**src/rtl/mem_port_arbiter.sv**
```systemverilog
// rtl/mem_port_arbiter.sv - CPU/EXT shared memory port arbiter with read-latency insertion
// Optional MEM_ARB_STATS_EN adds saturating conflict / EXT-wait counters.
module mem_port_arbiter #(
    parameter int AW            = 32,
    parameter int DW            = 32,
    parameter int RD_LAT        = 1,
    parameter int MAX_CPU_BURST = 4
) (
    input  logic          clk,
    input  logic          rst,
    input  logic          cpu_req,
    input  logic          cpu_we,
    input  logic [AW-1:0] cpu_addr,
    input  logic [DW-1:0] cpu_wdata,
    output logic          cpu_ack,
    input  logic          ext_req,
    input  logic          ext_we,
    input  logic [AW-1:0] ext_addr,
    input  logic [DW-1:0] ext_wdata,
    output logic          ext_ack,
    output logic [DW-1:0] rdata,
    output logic          mem_en,
    output logic          mem_we,
    output logic [AW-1:0] mem_addr,
    output logic [DW-1:0] mem_wdata,
    input  logic [DW-1:0] mem_rdata
`ifdef MEM_ARB_STATS_EN
    ,
    output logic [15:0]   stat_conflicts,
    output logic [15:0]   stat_ext_wait
`endif
);

    typedef enum logic [1:0] {IDLE, ISSUE, WAIT, ACK} state_t;

    state_t     state;
    logic       owner;
    logic [3:0] burst_cnt;
    logic [2:0] wait_cnt;

    logic burst_full;
    logic grant_cpu;
    logic grant_ext;

    // CPU wins ties until it has taken MAX_CPU_BURST grants in a row over a waiting EXT.
    always_comb begin
        burst_full = (burst_cnt == 4'(MAX_CPU_BURST));
        grant_cpu  = cpu_req && !(ext_req && burst_full);
        grant_ext  = ext_req && !grant_cpu;
    end

    always_ff @(posedge clk) begin
        if (rst) begin
            state     <= IDLE;
            owner     <= 1'b0;
            burst_cnt <= 4'd0;
            wait_cnt  <= 3'd0;
            cpu_ack   <= 1'b0;
            ext_ack   <= 1'b0;
            mem_en    <= 1'b0;
            mem_we    <= 1'b0;
            mem_addr  <= '0;
            mem_wdata <= '0;
            rdata     <= '0;
        end else begin
            cpu_ack <= 1'b0;
            ext_ack <= 1'b0;
            mem_en  <= 1'b0;
            case (state)
                IDLE: begin
                    if (!ext_req) begin
                        burst_cnt <= 4'd0;
                    end
                    if (grant_cpu || grant_ext) begin
                        owner     <= grant_ext;
                        mem_we    <= grant_ext ? ext_we    : cpu_we;
                        mem_addr  <= grant_ext ? ext_addr  : cpu_addr;
                        mem_wdata <= grant_ext ? ext_wdata : cpu_wdata;
                        mem_en    <= 1'b1;
                        state     <= ISSUE;
                        if (grant_ext) begin
                            burst_cnt <= 4'd0;
                        end else if (ext_req) begin
                            burst_cnt <= 4'(burst_cnt + 4'd1);
                        end
                    end
                end
                ISSUE: begin
                    if (mem_we) begin
                        state   <= ACK;
                        cpu_ack <= !owner;
                        ext_ack <= owner;
                    end else begin
                        state    <= WAIT;
                        wait_cnt <= 3'(RD_LAT - 1);
                    end
                end
                WAIT: begin
                    if (wait_cnt == 3'd0) begin
                        rdata   <= mem_rdata;
                        state   <= ACK;
                        cpu_ack <= !owner;
                        ext_ack <= owner;
                    end else begin
                        wait_cnt <= 3'(wait_cnt - 3'd1);
                    end
                end
                ACK: begin
                    state <= IDLE;
                end
                default: begin
                    state <= IDLE;
                end
            endcase
        end
    end

`ifdef MEM_ARB_STATS_EN
    // EXT counts as waiting whenever it requests and is not the owner of an access in flight.
    always_ff @(posedge clk) begin
        if (rst) begin
            stat_conflicts <= 16'd0;
            stat_ext_wait  <= 16'd0;
        end else begin
            if (state == IDLE && cpu_req && ext_req && stat_conflicts != 16'hFFFF) begin
                stat_conflicts <= stat_conflicts + 16'd1;
            end
            if (ext_req && !(state != IDLE && owner) && stat_ext_wait != 16'hFFFF) begin
                stat_ext_wait <= stat_ext_wait + 16'd1;
            end
        end
    end
`endif

endmodule
```
**config.mk**
```make
export PLATFORM = sky130hd
export DESIGN_NAME = mem_port_arbiter
export DESIGN_NICKNAME = d
export VERILOG_FILES = /design/src/rtl/mem_port_arbiter.sv
export SDC_FILE = /design/constraint.sdc
export NUM_CORES = 1
export LEC_CHECK = 0
export CORE_AREA = 2 2 112 114
export DETAILED_ROUTE_END_ITERATION = 16
export DIE_AREA = 0 0 114 116
export PLACE_DENSITY = 0.78
export SYNTH_ARGS = -nofsm -noshare
export SYNTH_HDL_FRONTEND = slang
export SYNTH_SLANG_ARGS = --single-unit
```
**constraint.sdc**
```tcl
create_clock -name clk -period 1.7 [get_ports clk]
set_input_delay 0.34 -clock clk [delete_from_list [all_inputs] [get_ports clk]]
set_output_delay 0.34 -clock clk [all_outputs]
set_load 0.02 [all_outputs]
```
==> results.json <==
{
  "antenna_found_initial": 0,
  "fin_skew_ps": 5.98,
  "layout_common_cells": "245 x clkdlybuf4s50_1, 132 x nand2_1, 107 x dfxtp_1",
  "detail_route.wirelength_um": 15600,
  "drt_iter0_drc": 424,
  "nets": 948,
  "synthSimpleGateAreaFrac": 0.151,
  "instances_no_fill": 926,
  "route.detailed.drc": 0,
  "synthTopCellsByArea": "dfxtp_1 51%, a21oi_1 12%, nand2_1 12%, a22oi_1 11%, ha_1 2.3%",
  "main_combinational_cell_family_by_area_after_synthesis": "compound AO/OA/AOI/OAI gates",
  "flow.area_growth_from_synthesis_pct": 79.6,
  "dr.pass1.iters": 6,
  "clock_tree.htree_level_count": 3,
  "total_track_usage": 0.212,
  "edff_count_synth": 0,
  "routabilityCongestion": 0.801,
  "syn-instance-count": 510,
  "n_fill_cell": 962,
  "timing_worst_slew_pin_value_ps": 545,
  "placementRows": 40,
  "critical_path_arrival_ps": 1340,
  "grt-ovfl-total": 0,
  "yosys.area_share.adder": 0.0232,
  "cts_max_path_buffers": 2,
  "slew_headroom": 0.637,
  "clock_tree_from_tritoncts": "done",
  "timing.max_cap.violations": 0,
  "numCtsBuffers": 9,
  "layout_commonest_cell": "clkdlybuf4s50_1",
  "setup.reg_to_reg.worst_slack_ps": 80,
  "core_um2": 11900,
  "final-setup-viol-count": 0,
  "max_freq_mhz": 595,
  "critPathTopFamily": "buffers and inverters",
  "clk_pin_slew_worst_paths_ps": 70,
  "worst_r2r_path_depth": 8,
  "final_antenna_net_count": 0,
  "clk-insertion-delay-late_ps": 360,
  "routed_via_density": 5.19,
  "crit_chain": "clkdlybuf4s50_1",
  "routed_wire_length_per_instance_um": 16.8,
  "worstHoldStart": "rst",
  "synth_area_leader_cell": "dfxtp_1",
  "place_hpwl_um": 10700,
  "met3WireLength_um": 1230,
  "syn_avg_cell_area_um2": 8.47,
  "whs_path_depth": 3,
  "via_count_of_the_first_global_routing_pass": 4422,
  "cp_data_required_time_ps": 1360,
  "yosysSeqAreaShare": 0.510,
  "vdd_drop_max_v": 0.000590,
  "boundaryPins": 266,
  "antennaDiodeCount": 0,
  "fp.dieArea_um2": 13200,
  "period_utilization_post_route": 0.988,
  "total_power_uw": 10700,
  "grt_start_max_net_pins": 61,
  "worst_hold_path_type": "input port to flop",
  "reg2reg_to": "mem_wdata[5]$_SDFFE_PP0P_",
  "flip_flop_and_latch_count_after_synthesis": 110,
  "final-seq-area_um2": 2210,
  "clk_root_buffer_cell": "clkbuf_16",
  "port_buffer_count": 265,
  "final_area_um2": 7760,
  "timing_hold_violations_final": 0,
  "mappedNetlistArea_um2": 4320,
  "yosys_warnings": 0,
  "power_per_cell_area_nw_per_um2": 1380,
  "synth-compound-area-share": 0.256,
  "wl_met1_um": 6120,
  "postSynthNetCount": 684,
  "synth-async-reset-ratio": 0,
  "first_pass_grt_wire_length_um": 22100,
  "cts.sinks": 110,
  "power.leakage_uw": 0.00305,
  "cpPeakStageDelay_ps": 640,
  "crit_path_max_fanout": 2,
  "whs_ps": 444,
  "met2_wirelength_um": 7810,
  "multi_input_comb_area_um2": 1950,
  "dp_cells": 902,
  "yosysTopAreaCellShare": 0.510,
  "final_max_tran_viols": 0,
  "critical_path.slowest_cell": "clkdlybuf4s50_1",
  "vias": 4804,
  "synthDistinctLibCells": 32,
  "layout.core_utilization": 0.651,
  "crit_path_start_kind": "flop",
  "finalWorstPathRequiredPeriod_ps": 1680,
  "floorplan.initialDensity": 0.362,
  "critPathCaptureType": "output pin",
  "topRoutingLayerUsed": "met4",
  "dpl-instance-area_um2": 7200,
  "worstReg2RegStart": "burst_cnt[0]$_SDFFE_PP0N_",
  "worstSetupPathType": "flop to output pin",
  "dieWidth_um": 114,
  "run_status": "complete, no violations",
  "fp.dieH_um": 116,
  "post_synth_xor_area_fraction": 0.00203,
  "worstHoldEndpoint": "burst_cnt[1]$_SDFFE_PP0N_",
  "post_synth_mux_area_share": 0.00232,
  "synth_flop_cell": "dfxtp_1",
  "final_layout_size_suffix_gt1_frac": 0.0757,
  "cp.buffers_inverters": 1
}
-- state kept, by name, summed over array words and instances, names as in the netlist --
signal     cells
mem_addr      32
mem_wdata     32
rdata         32
burst_cnt      4
wait_cnt       3
state          2
cpu_ack        1
ext_ack        1
mem_en         1
mem_we         1
owner          1
-- repair_timing --
action                                  4_1_cts  5_1_grt
buffers inserted                              0        3
cloned                                        0        5
hold buffers                                  0        0
pin swaps                                     0        2
endpoints found under the hold margin         0        0
resized for setup                             5       28
endpoints found under the setup margin       68       89
-- cell usage after synthesis (all sizes together) (2+ instances only) --
cell type	instances
o21ai	6
nor2	7
inv	8
nand3	3
nand2	133
dfxtp	110
and4b	2
a22oi	66
nand3b	2
ha	8
a21oi	106
a211oi	2
buf	21
clkbuf	20
nand2b	4
-- logic make-up (layout without fill, tap and decap cells) --
| kind of cell | count (synthesis) | after routing |
|---|---|---|
| and+or+nand+nor | 157 | 157 |
| buffers and inverters | 49 | 318 |
| AOI/OAI and AO/OA | 184 | 184 |
| adders and majority gates | 8 | 8 |
| muxes | 1 | 1 |
| xor gates and xnor gates | 1 | 1 |
| DFF | 110 | 110 |
-- stage by stage --
step	setup WS, ps	TNS [ps]
global route	-1.58	-1.78
floorplan	151	0
finish	19.7	0
global placement	-101	-4840
detailed placement	-170	-8050
CTS	2.62	0
-- power by group --
group | switching [uW] | leakage, uW | total (uW) | internal, uW
sequential | 287 | 0.000901 | 3420 | 3130
combinational | 2570 | 0.00199 | 4960 | 2390
clock | 994 | 0.000154 | 2320 | 1330
total | 3850 | 0.00305 | 10700 | 6850
-- routing by layer --
metal  vias to the layer above  global-route usage
met1                      2242               0.246
met5                         -                   0
li1                       2304                   -
met2                       223               0.369
met4                         0              0.0854
met3                        35              0.0591
-- worst reg2reg max path: cells and delay by family, from the launching register on --
family	cells	cell delay [ps]
compound gates	3	410
buf+inv	3	390
flops	1	360
fa+ha+maj	1	180
simple gates	1	150
-- layout make-up --
type | count | area share
Clock inverter | 6 | 0.0110
Tap cell | 147 | 0.0237
Multi-Input combinational cell | 351 | 0.251
Inverter | 8 | 0.00387
Sequential cell | 110 | 0.284
Clock buffer | 10 | 0.0308
Timing Repair Buffer | 294 | 0.395
-- how the worst max path moves through the flow --
| stage | from | endpoint | slack (ps) | cells after the start |
|---|---|---|---|---|
| floorplan | state[0]$_SDFFE_PP0P_ | wait_cnt[1]$_SDFFE_PP0P_ | 150 | 7 |
| global placement | ext_req | mem_addr[5]$_SDFFE_PP0P_ | -100 | 6 |
| detailed placement | ext_req | mem_addr[1]$_SDFFE_PP0P_ | -170 | 6 |
| CTS | mem_wdata[5]$_SDFFE_PP0P_ | mem_wdata[5] | 3 | 1 |
| global route | mem_wdata[17]$_SDFFE_PP0P_ | mem_wdata[17] | -2 | 1 |
| finish | mem_wdata[17]$_SDFFE_PP0P_ | mem_wdata[17] | 20 | 1 |
Note: power is estimated with default switching activity, not from simulation.
